==> src/rtl/rapcores_spi_pkg.sv <==
// Shared constants and FSM state encoding for the rapcore Wishbone-to-SPI command bridge.
package rapcores_spi_pkg;

  localparam logic [1:0] RegTxData = 2'd0;
  localparam logic [1:0] RegRxData = 2'd1;
  localparam logic [1:0] RegStatus = 2'd2;
  localparam logic [1:0] RegCtrl   = 2'd3;

  localparam int unsigned StatTxCntLsb  = 4;
  localparam int unsigned StatRxCntLsb  = 8;
  localparam int unsigned StatBusyBit   = 12;
  localparam int unsigned StatTxOvfBit  = 13;
  localparam int unsigned StatRxOvfBit  = 14;
  localparam int unsigned CtrlEnBit     = 0;
  localparam int unsigned CtrlClrOvfBit = 1;

  typedef logic [2:0] spi_state_t;

  localparam spi_state_t StIdle   = 3'd0;
  localparam spi_state_t StSetup  = 3'd1;
  localparam spi_state_t StShiftH = 3'd2;
  localparam spi_state_t StShiftL = 3'd3;
  localparam spi_state_t StHold   = 3'd4;
  localparam spi_state_t StGap    = 3'd5;

endpackage

==> src/rtl/rapcores_sync_fifo.sv <==
// Synchronous FIFO with occupancy count; push and pop may occur in the same cycle.
module rapcores_sync_fifo #(
  parameter int unsigned Width = 32,
  parameter int unsigned Depth = 8
) (
  input  logic                       clk_i,
  input  logic                       rst_i,
  input  logic                       push_i,
  input  logic [Width-1:0]           data_i,
  input  logic                       pop_i,
  output logic [Width-1:0]           data_o,
  output logic [$clog2(Depth+1)-1:0] count_o,
  output logic                       full_o,
  output logic                       empty_o
);

  localparam int unsigned AddrW = $clog2(Depth);
  localparam int unsigned CntW  = $clog2(Depth + 1);

  logic [Width-1:0] mem_q [Depth];
  logic [AddrW-1:0] wr_ptr_q, rd_ptr_q;
  logic [CntW-1:0]  count_q;
  logic             push_ok, pop_ok;

  assign full_o  = (count_q == CntW'(Depth));
  assign empty_o = (count_q == '0);
  assign push_ok = push_i & ~full_o;
  assign pop_ok  = pop_i & ~empty_o;
  assign data_o  = mem_q[rd_ptr_q];
  assign count_o = count_q;

  always_ff @(posedge clk_i or posedge rst_i) begin
    if (rst_i) begin
      wr_ptr_q <= '0;
      rd_ptr_q <= '0;
      count_q  <= '0;
    end else begin
      if (push_ok) wr_ptr_q <= wr_ptr_q + 1'b1;
      if (pop_ok)  rd_ptr_q <= rd_ptr_q + 1'b1;
      count_q <= count_q + CntW'(push_ok) - CntW'(pop_ok);
    end
  end

  always_ff @(posedge clk_i) begin
    if (push_ok) mem_q[wr_ptr_q] <= data_i;
  end

endmodule

==> src/rtl/rapcores_wb_spi_bridge.sv <==
// Wishbone slave that queues 32-bit command words and ships them to rapcore as SPI mode-0 frames.
// Define RAPCORES_SPI_RX_EN to build the CIPO receive shifter and RX FIFO.
module rapcores_wb_spi_bridge
  import rapcores_spi_pkg::*;
#(
  parameter int unsigned FIFO_DEPTH = 8,
  parameter int unsigned CLK_DIV    = 4
) (
  input  logic        wb_clk_i,
  input  logic        wb_rst_i,
  input  logic        wbs_stb_i,
  input  logic        wbs_cyc_i,
  input  logic        wbs_we_i,
  input  logic [3:0]  wbs_sel_i,
  input  logic [31:0] wbs_adr_i,
  input  logic [31:0] wbs_dat_i,
  output logic        wbs_ack_o,
  output logic [31:0] wbs_dat_o,
  output logic        spi_sck_o,
  output logic        spi_cs_o,
  output logic        spi_copi_o,
  input  logic        spi_cipo_i,
  output logic        busy_o
);

  localparam int unsigned CntW = $clog2(FIFO_DEPTH + 1);
  localparam int unsigned DivW = $clog2(CLK_DIV);
  localparam logic [DivW-1:0] DivMax = DivW'(CLK_DIV - 1);

  logic             req, ack_q, ack_d, done_q, done_d, wr_cyc, rd_cyc;
  logic [1:0]       reg_sel;
  logic             tx_wr, tx_push, tx_pop, tx_full, tx_empty, ctrl_wr, clr_ovf;
  logic [31:0]      tx_head, rdata;
  logic [CntW-1:0]  tx_count;
  logic             en_q, en_d, tx_ovf_q, tx_ovf_d, busy_q, busy_d;
  spi_state_t       state_q, state_d;
  logic [DivW-1:0]  div_q, div_d;
  logic [4:0]       bit_q, bit_d;
  logic             cs_q, cs_d, sck_q, sck_d, phase_done, sck_rise, frame_end;
  logic [31:0]      tx_sh_q, tx_sh_d;
  logic [3:0]       rx_cnt4;
  logic [31:0]      rx_word;
  logic             rx_ovf;
  logic             unused_adr;

  assign unused_adr = ^{wbs_adr_i[31:4], wbs_adr_i[1:0]};

  // Ack once per strobe: done_q blocks re-acking until the master drops the request.
  assign req     = wbs_cyc_i & wbs_stb_i;
  assign ack_d   = req & ~ack_q & ~done_q;
  assign done_d  = req & (ack_q | done_q);
  assign wr_cyc  = ack_q & wbs_we_i;
  assign rd_cyc  = ack_q & ~wbs_we_i;
  assign reg_sel = wbs_adr_i[3:2];

  assign tx_wr   = wr_cyc & (reg_sel == RegTxData) & (wbs_sel_i == 4'hF);
  assign tx_push = tx_wr & ~tx_full;
  assign ctrl_wr = wr_cyc & (reg_sel == RegCtrl);
  assign clr_ovf = ctrl_wr & wbs_dat_i[CtrlClrOvfBit];

  assign en_d     = ctrl_wr ? wbs_dat_i[CtrlEnBit] : en_q;
  assign tx_ovf_d = (tx_ovf_q | (tx_wr & tx_full)) & ~clr_ovf;
  assign busy_d   = (state_q != StIdle) | ~tx_empty;

  rapcores_sync_fifo #(
    .Width (32),
    .Depth (FIFO_DEPTH)
  ) u_tx_fifo (
    .clk_i   (wb_clk_i),
    .rst_i   (wb_rst_i),
    .push_i  (tx_push),
    .data_i  (wbs_dat_i),
    .pop_i   (tx_pop),
    .data_o  (tx_head),
    .count_o (tx_count),
    .full_o  (tx_full),
    .empty_o (tx_empty)
  );

  always_comb begin
    state_d    = state_q;
    bit_d      = bit_q;
    cs_d       = cs_q;
    sck_d      = sck_q;
    tx_sh_d    = tx_sh_q;
    tx_pop     = 1'b0;
    sck_rise   = 1'b0;
    frame_end  = 1'b0;
    phase_done = (div_q == '0);
    div_d      = (state_q == StIdle || phase_done) ? DivMax : div_q - 1'b1;
    case (state_q)
      StIdle: begin
        if (en_q && !tx_empty) begin
          state_d = StSetup;
          tx_pop  = 1'b1;
          tx_sh_d = tx_head;
          cs_d    = 1'b0;
        end
      end
      StSetup: begin
        if (phase_done) begin
          state_d  = StShiftH;
          sck_d    = 1'b1;
          sck_rise = 1'b1;
        end
      end
      StShiftH: begin
        if (phase_done) begin
          state_d = StShiftL;
          sck_d   = 1'b0;
          tx_sh_d = {tx_sh_q[30:0], 1'b0};
        end
      end
      StShiftL: begin
        if (phase_done) begin
          if (bit_q == 5'd31) begin
            state_d = StHold;
            bit_d   = '0;
          end else begin
            state_d  = StShiftH;
            sck_d    = 1'b1;
            sck_rise = 1'b1;
            bit_d    = bit_q + 1'b1;
          end
        end
      end
      StHold: begin
        if (phase_done) begin
          state_d   = StGap;
          cs_d      = 1'b1;
          frame_end = 1'b1;
        end
      end
      StGap: begin
        if (phase_done) state_d = StIdle;
      end
      default: state_d = StIdle;
    endcase
  end

  always_ff @(posedge wb_clk_i or posedge wb_rst_i) begin
    if (wb_rst_i) begin
      ack_q    <= 1'b0;
      done_q   <= 1'b0;
      en_q     <= 1'b0;
      tx_ovf_q <= 1'b0;
      busy_q   <= 1'b0;
      state_q  <= StIdle;
      div_q    <= '0;
      bit_q    <= '0;
      cs_q     <= 1'b1;
      sck_q    <= 1'b0;
      tx_sh_q  <= '0;
    end else begin
      ack_q    <= ack_d;
      done_q   <= done_d;
      en_q     <= en_d;
      tx_ovf_q <= tx_ovf_d;
      busy_q   <= busy_d;
      state_q  <= state_d;
      div_q    <= div_d;
      bit_q    <= bit_d;
      cs_q     <= cs_d;
      sck_q    <= sck_d;
      tx_sh_q  <= tx_sh_d;
    end
  end

`ifdef RAPCORES_SPI_RX_EN
  logic [31:0]     rx_sh_q, rx_head;
  logic [CntW-1:0] rx_count;
  logic            rx_pop, rx_full, rx_empty, rx_ovf_q;

  assign rx_pop = rd_cyc & (reg_sel == RegRxData) & ~rx_empty;

  // CIPO is captured on the same clock edge that raises SCK.
  always_ff @(posedge wb_clk_i or posedge wb_rst_i) begin
    if (wb_rst_i) begin
      rx_sh_q  <= '0;
      rx_ovf_q <= 1'b0;
    end else begin
      if (sck_rise) rx_sh_q <= {rx_sh_q[30:0], spi_cipo_i};
      rx_ovf_q <= (rx_ovf_q | (frame_end & rx_full)) & ~clr_ovf;
    end
  end

  rapcores_sync_fifo #(
    .Width (32),
    .Depth (FIFO_DEPTH)
  ) u_rx_fifo (
    .clk_i   (wb_clk_i),
    .rst_i   (wb_rst_i),
    .push_i  (frame_end & ~rx_full),
    .data_i  (rx_sh_q),
    .pop_i   (rx_pop),
    .data_o  (rx_head),
    .count_o (rx_count),
    .full_o  (rx_full),
    .empty_o (rx_empty)
  );

  assign rx_cnt4 = 4'(rx_count);
  assign rx_word = rx_empty ? 32'h0 : rx_head;
  assign rx_ovf  = rx_ovf_q;
`else
  logic unused_rx;

  assign unused_rx = ^{spi_cipo_i, sck_rise, frame_end};
  assign rx_cnt4   = 4'h0;
  assign rx_word   = 32'h0;
  assign rx_ovf    = 1'b0;
`endif

  always_comb begin
    rdata = '0;
    case (reg_sel)
      RegRxData: rdata = rx_word;
      RegStatus: begin
        rdata[StatTxCntLsb +: 4] = 4'(tx_count);
        rdata[StatRxCntLsb +: 4] = rx_cnt4;
        rdata[StatBusyBit]       = busy_q;
        rdata[StatTxOvfBit]      = tx_ovf_q;
        rdata[StatRxOvfBit]      = rx_ovf;
      end
      RegCtrl: rdata[CtrlEnBit] = en_q;
      default: rdata = '0;
    endcase
  end

  assign wbs_ack_o  = ack_q;
  assign wbs_dat_o  = rd_cyc ? rdata : 32'h0;
  assign spi_sck_o  = sck_q;
  assign spi_cs_o   = cs_q;
  assign spi_copi_o = tx_sh_q[31];
  assign busy_o     = busy_q;

endmodule
==> config.mk <==
export PLATFORM = sky130hd
export DESIGN_NAME = rapcores_wb_spi_bridge
export DESIGN_NICKNAME = d
export VERILOG_FILES = /design/src/rtl/rapcores_spi_pkg.sv /design/src/rtl/rapcores_sync_fifo.sv /design/src/rtl/rapcores_wb_spi_bridge.sv
export SDC_FILE = /design/constraint.sdc
export NUM_CORES = 1
export LEC_CHECK = 0
export ABC_CLOCK_PERIOD_IN_PS = 5200
export CAP_MARGIN = 20
export CORE_MARGIN = 10
export CORE_UTILIZATION = 40
export DETAILED_ROUTE_END_ITERATION = 8
export SETUP_SLACK_MARGIN = 0.1
export SLEW_MARGIN = 15
export SYNTH_ARGS = -nofsm -noshare
export SYNTH_HDL_FRONTEND = slang
export SYNTH_HIERARCHICAL = 1
export SYNTH_SLANG_ARGS = --single-unit
export TNS_END_PERCENT = 30
==> constraint.sdc <==
create_clock -name wb_clk_i -period 5.2 [get_ports wb_clk_i]
set_clock_uncertainty 0.05 [all_clocks]
set_input_delay 1.04 -clock wb_clk_i [delete_from_list [all_inputs] [get_ports wb_clk_i]]
set_output_delay 1.04 -clock wb_clk_i [all_outputs]
set_load 0.02 [all_outputs]
==> results.cfg <==
[global_route]
grt_pass1_wl_mm = 41.2
first_global_vias = 7024
grt_usage_pct = 13.0
overflow = 0
grt_start_max_net_pins = 66
antenna_found_initial = 1

[timing]
setup_viol = 0
fin_crit_sh_pct = 78.2
tightest_slew_ns = 1.05
slew_viol_final = 0
max_freq_mhz = 246
setup_tns_ns = 0
hold_viol_final = 0
rsz0062_at_grt = false
min_period_ns = 4.07
max-slew-margin-rel_pct = 29.8

[cells_and_area]
nNetsFinal = 852
nFillCells = 2708
design_area_sq_um = 15000
area_growth_pct = 14.8
drive_gt1_share_pct = 21.7
diodes = 0

[routing]
first_pass_iters = 5
drc = 0
wirelength_mm = 26.4
ant_nets = 0
viasPerCell = 5.21
drt_iter0_drc = 344
vias = 6422
post_drt_wl_per_cell_um = 21.4

[setup_path]
crit_path_frequent_cell = clkdlybuf4s50_1
cp.required_ns = 4.11
critical_path_depth = 5
start_kind = input pin
critPathMaxStageDelay_ns = 0.62
crit_path_end_kind = output port
critPathKind = in -> out
crit_family = buffers and inverters
crit_arrival_ns = 2.98
cp_slowest_cell = clkdlybuf4s50_1
critPathBufInv = 2
reg2reg_depth = 5
crit_fanout = 5
cp_cell_sequence = clkdlybuf4s50_1 -> nand2_1 -> nor3_1 -> and2_1 -> clkdlybuf4s50_1

[clock_network]
clk_latency_ns = 0.50
cts_tree = done
clock_path_buffers = 3
clk_pin_slew_ns = 0.05
cts-root-buf = clkbuf_16
numCtsBuffers = 34
cts_setup_buffers = 0
cts_repair_resize_count = 0
cts_htree_levels = 2
hold_buffers = 0
clock-sinks = 315

[place]
dpl-instance-area_sq_um = 14000
gp_congestion = 0.740
dp_hpwl_mm = 14.3
port-buffer-count = 54

[synth]
synth_top_cell_by_area = edfxtp_1
ys_async_sr_fraction_pct = 18.7
ys_types = 49
yosysWarnings = 6
netlist_top_cells_area = edfxtp_1, dfrtp_1, mux4_2
synth.top_cell.area_share_pct = 58.7
synth-seq-area-share_pct = 70.0
synth_edf_count = 256
synth-seq-cells = 315
synth_area_sq_um = 13100
avgSynthCellArea_sq_um = 18.7
ys.flop_type = edfxtp_1
synth_cells = 700

[power]
netSwitchingFraction_pct = 26.6
ir_drop_mv = 0.250
seq_power_share_pct = 47.2
p_switching_w = 0.00183
intPower_w = 0.00505
p_leak_nw = 5.00
power_frac_comb_pct = 20.4
pwr-share-clk_pct = 32.4
power.density_nw_per_um2 = 458

[die]
dieArea_sq_um = 40400
initial_core_util_pct = 40.3
ios = 111
die_y_um = 201
die_w_um = 201
coreArea_sq_um = 32500
rows = 66

[job]
maxCapViolCount = 0

[outcome]
status = finished clean

[min_path]
hold_class = reg -> reg
min_path_cells = 1
worst reg2reg max path, cell delays in order, from the launching register on:
cell,delay [ns]
dfrtp_4,1.03
buf_4,0.53
mux4_1,0.61
mux2_2,0.30
o32ai_2,0.26
a21oi_1,0.09
Yosys cell counts (all sizes together) (4+ instances only):
cell and instances:
edfxtp 256, nor3 7, o32ai 31, mux4 64
nand2b 4, inv 17, ha 12, nand3 6
buf 57, nand3b 4, mux2 37, nand2 16
clkbuf 7, a21oi 34, nor2 50, dfrtp 58
and2 5, xnor2 4
area by class of cell:
| cell class | instances | area [sq um] | area share [%] |
|---|---|---|---|
| Clock buffer | 56 | 1020 | 6.77 |
| Tap cell | 442 | 553 | 3.68 |
| Sequential cell | 315 | 9170 | 61.0 |
| Inverter | 17 | 63.8 | 0.425 |
| Timing Repair Buffer | 69 | 653 | 4.35 |
| Multi-Input combinational cell | 328 | 3540 | 23.5 |
| Clock inverter | 6 | 31.3 | 0.208 |
path summary, 6_finish.rpt:
check,end,slack [ns],startpoint
max reg2reg,tx_sh_q[20]$_DFFE_PP0P_,2.20,u_tx_fifo/rd_ptr_q[0]$_DFFE_PP0P_
min in group asynchronous,u_tx_fifo/wr_ptr_q[0]$_DFFE_PP0P_,0.84,wb_rst_i
min reg2reg,wbs_ack_o$_DFF_PP0_,0.38,done_q$_DFF_PP0_
min,wbs_ack_o$_DFF_PP0_,0.38,done_q$_DFF_PP0_
max,wbs_dat_o[12],1.13,wbs_adr_i[3]
max in group asynchronous,tx_sh_q[15]$_DFFE_PP0P_,3.59,wb_rst_i
through the flow:
stage                     instances  setup WS (ns)  utilization (%)  total power [W]  hold slack [ns]
after floorplan                 724          0.525                -          0.00442            0.356
after global placement         1171           1.18             43.1          0.00465            0.368
after detailed placement       1171           1.11             43.1          0.00472            0.371
after CTS                      1233           1.10             46.3          0.00697            0.377
after global routing           1233          0.980             46.3          0.00723            0.395
final                          1233           1.13             46.3          0.00688            0.376
logic make-up after synthesis:
family,Yosys count,share of synthesized area [%]
and+or+nand+nor,107,4.11
xor gates and xnor gates,6,0.401
adders and majority gates,13,1.30
other,1,0.0286
AOI/OAI and AO/OA,76,5.19
muxes,101,14.9
buffers and inverters,81,4.04
DFF,315,70.0
per-layer routing:
layer / track usage (%) / routed length (um)
met1: 16.1 / 11000
met2: 22.5 / 13300
met3: 2.84 / 1780
met4: 3.81 / 421
met5: 0 / 9
power by group through the flow:
| stage | sequential (W) | combinational (W) | clock [W] |
|---|---|---|---|
| global route | 0.00330 | 0.00153 | 0.00240 |
| detailed placement | 0.00331 | 0.00141 | 0 |
| CTS | 0.00326 | 0.00142 | 0.00229 |
| global placement | 0.00329 | 0.00136 | 0 |
| finish | 0.00325 | 0.00140 | 0.00223 |
| floorplan | 0.00307 | 0.00136 | 0 |
state kept, by name, summed over array words and instances (netlist names):
| name | cells |
|---|---|
| en_q | 1 |
| done_q | 1 |
| u_tx_fifo/rd_ptr_q | 3 |
| u_tx_fifo/count_o | 4 |
| bit_q | 5 |
| spi_sck_o | 1 |
| div_q | 2 |
| busy_o | 1 |
| u_tx_fifo/wr_ptr_q | 3 |
| tx_sh_q | 32 |
| u_tx_fifo/mem_q | 256 |
| state_q | 3 |
| wbs_ack_o | 1 |
| tx_ovf_q | 1 |
| spi_cs_o | 1 |
cell usage in the layout (no fill, tap or decap), types with 5 or more instances in the layout:
master | netlist | routed
edfxtp_1 | 256 | 256
dfrtp_1 | 58 | 56
clkdlybuf4s50_1 | 0 | 54
nor2_1 | 50 | 44
mux4_2 | 39 | 39
mux2_2 | 37 | 37
clkbuf_16 | 0 | 37
a21oi_1 | 34 | 34
conb_1 | 1 | 25
mux4_1 | 25 | 25
o32ai_2 | 21 | 21
clkbuf_1 | 7 | 17
nand2_1 | 16 | 16
inv_1 | 17 | 16
buf_4 | 29 | 15
ha_1 | 12 | 12
o32ai_1 | 10 | 10
nand3_1 | 6 | 6
and2_1 | 5 | 5
Power figures use the tool's default switching activity.
